**src/rtl/acc_pkg.sv**
```systemverilog
// Shared constants and types for the accumulator sequencer.
// Opcodes match the select encoding of the downstream 9-way result mux.
package acc_pkg;

    localparam int WIDTH_DEF = 4;

    localparam logic [3:0] OP_ADD = 4'd0;
    localparam logic [3:0] OP_SUB = 4'd1;
    localparam logic [3:0] OP_AND = 4'd2;
    localparam logic [3:0] OP_OR  = 4'd3;
    localparam logic [3:0] OP_XOR = 4'd4;
    localparam logic [3:0] OP_NOT = 4'd5;
    localparam logic [3:0] OP_SHL = 4'd6;
    localparam logic [3:0] OP_SHR = 4'd7;
    localparam logic [3:0] OP_BUF = 4'd8;
    localparam logic [3:0] OP_NOP = 4'd15;

    typedef enum logic [1:0] {
        IDLE = 2'd0,
        EXEC = 2'd1,
        DONE = 2'd2
    } state_t;

    // Opcodes 9..14 select the mux default (zero) and are flagged invalid.
    function automatic logic op_is_invalid(input logic [3:0] op);
        return (op >= 4'd9) && (op <= 4'd14);
    endfunction

endpackage

```
**src/rtl/acc_seq.sv**
```systemverilog
// Accumulator sequencer: accepts one instruction, drives the external ALU/mux,
// and latches its result into acc with status flags, a done pulse and a count.
module acc_seq
    import acc_pkg::*;
#(
    parameter int WIDTH = WIDTH_DEF,
    parameter int CNT_W = 8
) (
    input  logic             clk,
    input  logic             rst,
    input  logic             instr_valid,
    output logic             instr_ready,
    input  logic [3:0]       instr_op,
    input  logic [WIDTH-1:0] instr_operand,
    output logic [WIDTH-1:0] alu_a,
    output logic [WIDTH-1:0] alu_b,
    output logic [3:0]       alu_op,
    input  logic [WIDTH-1:0] alu_result,
    output logic [WIDTH-1:0] acc,
    output logic             flag_z,
    output logic             flag_n,
    output logic             flag_inv,
    output logic             done,
    output logic [CNT_W-1:0] instr_cnt
);

    state_t           state, state_nx;
    logic             accept;
    logic             retire;
    logic             op_inv;
    logic             op_nop;
    logic [WIDTH-1:0] acc_nx;

    // NOTE: sequential state uses non-blocking assignments so every register
    // samples pre-edge values regardless of block ordering.
    always_ff @(posedge clk) begin
        if (rst) state <= IDLE;
        else     state <= state_nx;
    end

    // NOTE: every combinational output gets a default first so no path
    // through the case statement can infer a latch.
    always_comb begin
        state_nx    = state;
        instr_ready = 1'b0;
        accept      = 1'b0;
        retire      = 1'b0;
        unique case (state)
            IDLE: begin
                instr_ready = 1'b1;
                accept      = instr_valid;
                if (instr_valid) state_nx = EXEC;
            end
            EXEC: begin
                retire   = 1'b1;
                state_nx = DONE;
            end
            DONE:    state_nx = IDLE;
            default: state_nx = IDLE;
        endcase
    end

    always_comb begin
        op_inv = op_is_invalid(alu_op);
        op_nop = (alu_op == OP_NOP);
        acc_nx = acc;
        if (op_inv)       acc_nx = '0;
        else if (!op_nop) acc_nx = alu_result;
    end

    assign alu_a = acc;

    always_ff @(posedge clk) begin
        if (rst) begin
            acc       <= '0;
            alu_b     <= '0;
            alu_op    <= '0;
            flag_z    <= 1'b0;
            flag_n    <= 1'b0;
            flag_inv  <= 1'b0;
            done      <= 1'b0;
            instr_cnt <= '0;
        end else begin
            done <= retire;
            if (accept) begin
                alu_op <= instr_op;
                alu_b  <= instr_operand;
            end
            if (retire) begin
                acc       <= acc_nx;
                instr_cnt <= instr_cnt + 1'b1;
                // A NOP retires and is counted but leaves every flag untouched.
                if (!op_nop) begin
                    flag_inv <= op_inv;
                    flag_z   <= (acc_nx == '0);
                    flag_n   <= acc_nx[WIDTH-1];
                end
            end
        end
    end

endmodule

```
**config.mk**
```make
export PLATFORM = sky130hd
export DESIGN_NAME = acc_seq
export DESIGN_NICKNAME = d
export VERILOG_FILES = /design/src/rtl/acc_pkg.sv /design/src/rtl/acc_seq.sv
export SDC_FILE = /design/constraint.sdc
export NUM_CORES = 1
export LEC_CHECK = 0
export CORE_MARGIN = 1
export CORE_UTILIZATION = 44
export DETAILED_ROUTE_END_ITERATION = 12
export PLACE_DENSITY = 0.87
export REMOVE_ABC_BUFFERS = 1
export SYNTH_ARGS = -nofsm -noshare
export SYNTH_HDL_FRONTEND = slang
export SYNTH_SLANG_ARGS = --single-unit
export TNS_END_PERCENT = 20
```
**constraint.sdc**
```tcl
create_clock -name clk -period 2.05 [get_ports clk]
set_input_delay 0.205 -clock clk [delete_from_list [all_inputs] [get_ports clk]]
set_output_delay 0.205 -clock clk [all_outputs]
set_load 0.005 [all_outputs]
```
## After elaboration in Yosys (flattened, before gate mapping)

Index checks and enable logic that the tools add are counted.

- Flip-flop bits (word level): 26
- Word-level logic and storage cells: 27
- Input port bits: 15

- Reductions and logical operators: 4
- Bitwise operators: 1
- $add $sub $neg: 1
- Equality and inequality tests: 3
- Mux-type cells: 7
- Magnitude comparators: 2

Operators by type and width:

| cell | count |
|---|---|
| adder 8 x 1 -> 8 bit (second input constant) | 1 |
| two-way mux 4 bit | 2 |
| == test 4 bit (second input constant) | 1 |
| >= comparator 4 bit (second input constant) | 1 |
| <= comparator 4 bit (second input constant) | 1 |
| zero test 4 bit | 1 |
| one-hot mux 2 bit (2 select lines) | 1 |
| two-way mux 1 bit | 3 |
| == test 2 x 1 -> 1 bit (second input constant) | 1 |
| zero test 2 bit | 1 |
| two-way mux 2 bit | 1 |
| != test 2 bit (second input constant) | 1 |
| AND reduction 2 bit | 1 |
| logical AND 1 bit | 1 |
| inverter 1 bit | 1 |

## Longest topological paths before layout

Gate-level depths: netlist of the first run.

- Depth after elaboration: 4
- Gate-level depth with buffers: 4

## Worst setup path after synthesis of the first run

OpenSTA, ideal clock, no wires.

- Path kind: reg2reg
- Start: register state[1]
- End: register instr_cnt[7]
- Stages on the path, launching flop included: 5
- Library setup time: 0.071 ns
- Data required time: 1.979 ns
- Arrival: 1.221 ns
- Buffers on the path: 1
- Clock period less this slack: 1.291 ns
- Setup slack: 0.759 ns
- Path through: dfxtp_1 -> nand2b_1 -> buf_6 -> or4_1 -> a21oi_1

- Longest elaborated chain between the ends: 2

Ends and longest elaborated chain:

| element | line | text |
|---|---|---|
| start, declared | acc_seq.sv:27 | `state_t state, state_nx;` |
| start signal, assigned | acc_seq.sv:38 | `else state <= state_nx;` |
| == test 2 x 1 -> 1 bit | acc_seq.sv:48 | `unique case (state)` |
| two-way mux 1 bit | acc_seq.sv:48 |  |
| end signal, assigned | acc_seq.sv:91 | `instr_cnt <= instr_cnt + 1'b1;` |
| end, declared | acc_seq.sv:24 | `output logic [CNT_W-1:0] instr_cnt` |

Every way passes these cells.
A chain may end at the register's enable or synchronous reset.

## Final worst setup path of the first run

- Start: register state[0]
- End: output instr_ready

- Longest elaborated chain between the ends: 2

Ends and longest elaborated chain:

| element | line | text |
|---|---|---|
| zero test 2 bit | acc_seq.sv:48 |  |
| two-way mux 1 bit | acc_seq.sv:48 |  |
| end, declared | acc_seq.sv:12 | `output logic instr_ready,` |

Every way passes these cells.

==> results of run 1 <==
==> kinds of logic after synthesis <==
| logic type | count (synthesis) | share of synthesized area (%) |
|---|---|---|
| xor+xnor | 2 | 1.68 |
| fa+ha+maj | 1 | 1.20 |
| flops | 26 | 49.9 |
| mux | 9 | 8.75 |
| simple gates | 40 | 19.1 |
| buf+inv | 13 | 6.95 |
| compound gates | 19 | 12.5 |
==> layout make-up <==
class,instances,area (um^2),share of cell area [%]
clock buffer,3,22.5,1.48
clock inverter,1,30.0,1.97
inverter,5,18.8,1.23
multi-input combinational,71,450,29.6
sequential,26,520,34.2
tap,28,35.0,2.30
timing repair buffer,45,445,29.3
==> cells in the mapped netlist <==
master and number:
nand2_1 9, a41oi_1 1, a21oi_1 5, o31ai_1 3, or3_1 1, mux2_2 1, nand2b_1 1, o21ai_0 4
clkinv_1 1, o32ai_1 3, buf_4 4, mux2i_1 8, nand3_1 2, a31oi_1 1, nor3b_1 1, o221a_2 1
xnor2_1 2, or4_1 2, ha_1 1, dfxtp_1 26, nand4_1 3, clkbuf_1 2, nor4_1 1, nor2_1 14
nand3b_1 1, buf_2 1, or3_2 1, inv_1 4, nor2b_1 2, and2_1 1, nand4b_1 1, buf_6 1
o211a_1 1
==> metal layers <==
metal	routed length, um	up-vias	GRT usage, %
met2	1260	32	38.2
met3	100	8	3.64
li1	-	466	-
met1	985	450	21.9
met4	75	0	12.5
met5	0	-	0
==> sequential cells by signal (all words and copies together), names as in the netlist <==
signal / count
flag_z: 1
instr_cnt: 8
alu_b: 4
flag_inv: 1
acc: 4
state: 2
done: 1
flag_n: 1
alu_op: 4
==> worst max-delay path, delay by kind of cell (launching register included) <==
kind          cells  cell delay, ns
buf+inv           1            0.50
flops             1            0.39
simple gates      1            0.12
==> where the power goes <==
group          internal [W]  total (W)  switching [W]
Sequential         0.000529   0.000550      0.0000208
Combinational     0.0000948   0.000153      0.0000584
Clock              0.000198   0.000351       0.000153
==> stage by stage <==
stage	instance area, um^2	setup WS (ns)	power (W)
after floorplan	990	0.329	0.000610
after global placement	1470	0.494	0.000707
after detailed placement	1470	0.382	0.000713
after CTS	1520	0.512	0.00106
after global routing	1520	0.376	0.00109
final	1520	0.524	0.00105
==> worst max path at each step <==
stage | slack (ns) | start | depth (start not counted) | to
after global routing | 0.38 | state[0]$_SDFFE_PP0P_ | 3 | flag_n$_SDFFE_PP0P_
after global placement | 0.49 | rst | 4 | flag_n$_SDFFE_PP0P_
after detailed placement | 0.38 | rst | 4 | flag_n$_SDFFE_PP0P_
after CTS | 0.51 | state[0]$_SDFFE_PP0P_ | 2 | instr_ready
final | 0.52 | state[0]$_SDFFE_PP0P_ | 2 | instr_ready
after floorplan | 0.33 | state[0]$_SDFFE_PP0P_ | 3 | alu_b[0]$_SDFFE_PP0P_
==> flow_summary.toml, run 1 <==
[status]
status = "complete, no violations"

[sta]
setup_viol = 0
hold_viol_final = 0
rsz0062_at_grt = "no"
tightest_slew_ns = 0.516
final_max_slew_viol_count = 0
hold_slack_ns = 0.485
skew_ns = 0.00195
relSlewSlack_pct = 65.2
period_share_pct = 74.4
max_clock_freq_mhz = 655
min_period_ns = 1.53
finalSetupTns_ns = 0

[power]
power.leakage_nw = 0.563
worst_ir_drop_vdd_v = 0.000453
power_density_mw_per_mm2 = 692

[floorplanning]
initial_core_util_pct = 46.7
core_region_area_mm2 = 0.00223
dieArea_mm2 = 0.00257
dieWidth_um = 50.7
row_count = 17
ioPinCount = 44
die_h_um = 50.7

[critical_path]
rr_endpoint = "flag_n$_SDFFE_PP0P_"
reg2reg_slack_ns = 0.53
crit_required_ns = 1.85
reg2reg_depth = 3
cp_max_fo = 6
cp.arrival_ns = 1.32
worst_path_largest_cell_delay_ns = 0.50
path_cells = "nor2_1, clkdlybuf4s50_1"
cp-end-kind = "primary output"
startpoint_type = "flip-flop"
cpMaxStageDelayCell = "clkdlybuf4s50_1"
r2r_start = "state[0]$_SDFFE_PP0P_"
critical_path_class = "reg -> out"

[synth]
yosysUniqueCellTypes = 33
ys_ff_latch = 26
yosys_warnings = 0
syn_area_mm2 = 0.00104
synth_area_leaders = "dfxtp_1 (50%), mux2i_1 (7.7%), nor2_1 (5.0%), nand2_1 (3.2%), buf_4 (2.9%)"
yosysSeqAreaShare_pct = 49.9
syn_inst = 110
yosys.area.top_type_share_pct = 49.9
yosysTopAreaCell = "dfxtp_1"
syn_area_per_cell_um2 = 9.49

[global_routing]
grt_pass1_vias = 966
antenna_found_initial = 0
grt_util_all_layers_pct = 20.9
gr-total-overflow = 0
grt_pass1_wl_um = 4020
grt_max_degree = 16

[routing]
first_pass_iters = 4
drcViolationCount = 0
wl_um = 2420
wl_per_cell_um = 13.5
vias_per_cell = 5.34
ant_nets = 0
vias = 956
drt_iter0_markers = 20

[final_layout]
fill_cells = 173
drive_gt1_share_pct = 5.96
finalNetCount = 168
utilization_pct = 68.2
diodes = 0
final_cell_mix = "clkdlybuf4s50_1 (43), dfxtp_1 (26), nor2_1 (14)"
final_common_cell = "clkdlybuf4s50_1"
layout.cells.non_filler = 179
syn_to_final_growth_pct = 45.9

[placed_design]
numPortBuffers = 43
gp_congestion = 0.732
dpl.hpwl_um = 1810
placed_cells = 175

[cts]
cts_setup_buffers = 0
path_clk_slew_ns = 0.14
cts_inserted_buffers = 3
post_cts_resized = 0
htree_levels = 1
hold_buffers = 0
clock_latency_ns = 0.32
cts_sinks = 26
clock-root-buffer = "clkbuf_4"
cts_tree = "yes"
clockBufferDepth = 2

[hold_path]
hold_end = "alu_b[0]$_SDFFE_PP0P_"
hold_path_class = "in -> reg"
hp-start = "instr_operand[0]"
hold-path-cell-count = 3

[flow_run]
cap_violations = 0
No activity file was read; power rests on OpenSTA's default activity.
==> inputs of run 2 (changes only) <==
Settings changed: CORE_UTILIZATION 44 to 37, PLACE_DENSITY 0.87 to 0.79.
Clock period 2.05 ns to 1.4 ns, I/O delays scaled along.
==> flow_summary.toml, run 2 (synthesized netlist as in run 1, its figures left out) <==
[status]
status = "complete, no violations"

[cts]
cts_sinks = 26
htree_levels = 1
clockBufferDepth = 2
cts_inserted_buffers = 3
path_clk_slew_ns = 0.15
clock_latency_ns = 0.33
clock-root-buffer = "clkbuf_4"
cts_tree = "yes"

[final_layout]
diodes = 0
final_common_cell = "clkdlybuf4s50_1"
utilization_pct = 64.1
finalNetCount = 178
top_register = "instr_cnt"
fill_cells = 228
syn_to_final_growth_pct = 57.8
largest_reg_flops = 8
final_cell_mix = "clkdlybuf4s50_1 (37), nor2_1 (14), buf_4 (12)"
drive_gt1_share_pct = 23.0

[placed_design]
numPortBuffers = 43
gp_congestion = 0.743
dpl.hpwl_um = 1870

[critical_path]
cp-end-kind = "primary output"
startpoint_type = "flip-flop"
cpMaxStageDelayCell = "clkdlybuf4s50_1"
cp_top_family = "buffers and inverters"
path_cells = "clkdlybuf4s50_1"
cp_num_buf_inv = 1
r2r_start = "state[0]$_SDFFE_PP0P_"
cp.arrival_ns = 1.23
reg2reg_slack_ns = 0.07
critical_path_class = "reg -> out"
rr_endpoint = "instr_cnt[7]$_SDFFE_PP0P_"
reg2reg_depth = 4
crit_required_ns = 1.26
cp_max_fo = 4
worst_path_largest_cell_delay_ns = 0.52

[global_routing]
grt_pass1_wl_um = 3880
antenna_found_initial = 0
grt_max_degree = 16
gr-total-overflow = 0
grt_pass1_vias = 898
grt_util_all_layers_pct = 18.3

[floorplanning]
ioPinCount = 44
dieArea_mm2 = 0.00304
initial_core_util_pct = 40.6
die_h_um = 55.1
row_count = 18
core_region_area_mm2 = 0.00257
dieWidth_um = 55.1

[sta]
setup_viol = 0
final_max_slew_viol_count = 0
relSlewSlack_pct = 81.7
tightest_slew_ns = 0.272
rsz0062_at_grt = "yes"
finalSetupTns_ns = 0
skew_ns = 0.0130
period_share_pct = 97.9
max_clock_freq_mhz = 730
min_period_ns = 1.37
hold_viol_final = 0

[hold_path]
hold_end = "acc[0]$_SDFFE_PP0P_"
hp-start = "alu_result[0]"
hold_path_class = "in -> reg"
hold-path-cell-count = 3

[power]
p_clk_share_pct = 33.3
power_density_mw_per_mm2 = 948
total_power_w = 0.00156
worst_ir_drop_vdd_v = 0.000639
intPower_w = 0.00122
seqPwrFrac_pct = 51.1
swShare_pct = 22.2
power.leakage_nw = 0.694
comb_power_share_pct = 15.6
switchingPower_w = 0.000346

[routing]
vias_per_cell = 5.14
wl_per_cell_um = 13.0
first_pass_iters = 4
drt_iter0_markers = 9
drcViolationCount = 0
ant_nets = 0
wl_um = 2480
vias = 981

[flow_run]
cap_violations = 0
## run 2: cell types whose count changed in the layout (fill, tap and decap cells not counted), sizes merged
cell | previous run | this run
buf | 2 | 12
dlymetal6s2s | 0 | 4
dlygate4sd2 | 0 | 2
clkdlybuf4s50 | 43 | 37
## run 2: cell type report
cell class / count / area (um^2) / area share [%]
repair buffers: 55 / 528 / 32.1
clock buffers: 3 / 22.5 / 1.37
flip-flops and latches: 26 / 553 / 33.6
well taps: 30 / 37.5 / 2.28
multi-input cells: 71 / 457 / 27.7
inverters: 5 / 18.8 / 1.14
clock inverters: 1 / 30.0 / 1.82
## run 2: worst max path at each step
stage	startpoint	endpoint	slack (ns)	cells past startpoint
floorplan	state[0]$_SDFFE_PP0P_	alu_b[0]$_SDFFE_PP0P_	-0.32	3
global placement	instr_valid	alu_op[0]$_SDFFE_PP0P_	0.06	5
detailed placement	instr_valid	alu_b[2]$_SDFFE_PP0P_	0.02	5
CTS	alu_op[0]$_SDFFE_PP0P_	alu_op[0]	-0.005	1
global route	alu_op[1]$_SDFFE_PP0P_	alu_op[1]	-0.004	1
finish	instr_cnt[6]$_SDFFE_PP0P_	instr_cnt[6]	0.03	1
## run 2: layer usage
metal | global-route usage [%] | part of all wire (%)
met5 | 0 | 0
met3 | 4.92 | 6.5
met2 | 29.7 | 48
met4 | 7.50 | 1.9
met1 | 22.7 | 43
## run 2: power groups by stage
stage | registers (W) | clock network [W] | logic [W]
2_1_floorplan | 0.000819 | 0 | 0.0000737
3_3_place_gp | 0.000817 | 0 | 0.000238
3_5_place_dp | 0.000819 | 0 | 0.000242
4_1_cts | 0.000803 | 0.000529 | 0.000246
5_1_grt | 0.000804 | 0.000553 | 0.000266
6_report | 0.000799 | 0.000519 | 0.000244
## run 2: worst reg2reg max path, delay by kind of cell (launching register included)
family	cells	cell delay (ns)
buf+inv	1	0.12
flops	1	0.35
compound gates	1	0.14
simple gates	2	0.66
## run 2: timing repair
item,4_1_cts,5_1_grt
setup buffers,1,0
resized for setup,14,15
endpoints found under the hold margin,0,0
pin swaps,0,0
hold buffers,0,0
endpoints found under the setup margin,11,18
## run 2: stage by stage
step | cells | hold slack, ns | setup WS [ns] | area [um^2]
floorplan | 102 | 0.209 | -0.321 | 990
finish | 191 | 0.383 | 0.0296 | 1650
global route | 191 | 0.414 | -0.00365 | 1650
detailed placement | 186 | 0.464 | 0.0189 | 1540
global placement | 186 | 0.454 | 0.0595 | 1540
CTS | 191 | 0.388 | -0.00505 | 1610
==> inputs of run 3 (changes only) <==
Settings changed: CORE_UTILIZATION 37 to 30, PLACE_DENSITY 0.79 to 0.67.
==> flow_summary.toml, run 3 (synthesized netlist as in run 1, its figures left out) <==
[status]
status = "complete, no violations"

[final_layout]
diodes = 0
top_register = "instr_cnt"
finalNetCount = 177
fill_cells = 335
drive_gt1_share_pct = 22.5
largest_reg_flops = 8
final_cell_area_mm2 = 0.00164
final_cell_mix = "clkdlybuf4s50_1 (36), nor2_1 (14), dfxtp_2 (12)"
final_common_cell = "clkdlybuf4s50_1"
syn_to_final_growth_pct = 57.4
utilization_pct = 49.2

[power]
power.leakage_nw = 0.707
worst_ir_drop_vdd_v = 0.000769
power_density_mw_per_mm2 = 861

[routing]
vias_per_cell = 4.72
first_pass_iters = 6
drt_iter0_markers = 50
wl_per_cell_um = 12.2
ant_nets = 0
drcViolationCount = 0
vias = 972
wl_um = 2520

[floorplanning]
initial_core_util_pct = 31.3
row_count = 21
dieArea_mm2 = 0.00372
die_h_um = 61.0
ioPinCount = 44
core_region_area_mm2 = 0.00334
dieWidth_um = 61.0

[critical_path]
critical_path_class = "reg -> out"
crit_required_ns = 1.26
cp_max_fo = 3
cpMaxStageDelayCell = "clkdlybuf4s50_1"
path_cells = "clkdlybuf4s50_1"
cp.arrival_ns = 1.20
startpoint_type = "flip-flop"
cp_num_buf_inv = 1
cp_top_family = "buffers and inverters"
worst_path_largest_cell_delay_ns = 0.51
cp-end-kind = "primary output"

[placed_design]
numPortBuffers = 43
dpl.hpwl_um = 1910
place_ws_ns = -0.0481
gp_congestion = 0.704
placed_area_mm2 = 0.00155

[global_routing]
antenna_found_initial = 0
grt_pass1_wl_um = 3880
grt_util_all_layers_pct = 14.0
grt_max_degree = 15
grt_pass1_vias = 892
gr-total-overflow = 0

[sta]
hold_viol_final = 0
skew_ns = 0.0108
min_period_ns = 1.34
max_clock_freq_mhz = 744
period_share_pct = 96.0
relSlewSlack_pct = 78.2
setup_viol = 0
rsz0062_at_grt = "yes"
finalWorstSetupSlack_ns = 0.0556
tightest_slew_ns = 0.324
finalSetupTns_ns = 0
final_max_slew_viol_count = 0

[cts]
cts_inserted_buffers = 3
htree_levels = 1
path_clk_slew_ns = 0.14
cts_tree = "yes"
cts_sinks = 26
clock-root-buffer = "clkbuf_4"
clockBufferDepth = 2
clock_latency_ns = 0.32

[hold_path]
hold_path_class = "in -> reg"

[flow_run]
cap_violations = 0
run 3: worst paths after layout:
check	depth (start not counted)	slack, ns	to	from
hold / removal	3	0.41	acc[0]$_SDFFE_PP0P_	alu_result[0]
setup reg to reg	3	0.10	instr_cnt[5]$_SDFFE_PP0P_	state[1]$_SDFFE_PP0P_
setup / recovery	1	0.06	alu_a[0]	acc[0]$_SDFFE_PP0P_
hold reg to reg	2	0.47	flag_n$_SDFFE_PP0P_	flag_n$_SDFFE_PP0P_
run 3: timing repair:
item	in CTS	in global routing
pin swaps	0	0
endpoints found under the setup margin	12	22
hold buffers	0	0
resized for setup	12	18
setup buffers	0	1
run 3: area by class of cell:
cell class	count	area, um^2	area share (%)
clock buffer	4	36.3	2.21
multi-input combinational	71	453	27.6
timing repair buffer	54	523	31.8
tap	46	57.6	3.50
inverter	5	18.8	1.14
sequential	26	554	33.7
run 3: metal layers:
metal  track usage (%)  part of all wire [%]
met5                 0                     0
met4              3.90                  0.95
met3              4.26                   3.9
met2              24.3                    52
met1              16.8                    43
run 3: power by group:
group,switching [W],total [W],internal [W],leakage [nW]
registers,0.0000269,0.000798,0.000771,0.221
clock network,0.000219,0.000378,0.000159,0.0210
logic,0.0000894,0.000240,0.000150,0.465
run 3: per-stage QoR:
stage,total power (W),cells,hold WS (ns)
finish,0.00142,206,0.408
detailed placement,0.00106,201,0.461
CTS,0.00144,205,0.392
global route,0.00149,206,0.379
floorplan,0.000893,102,0.209
global placement,0.00105,201,0.455
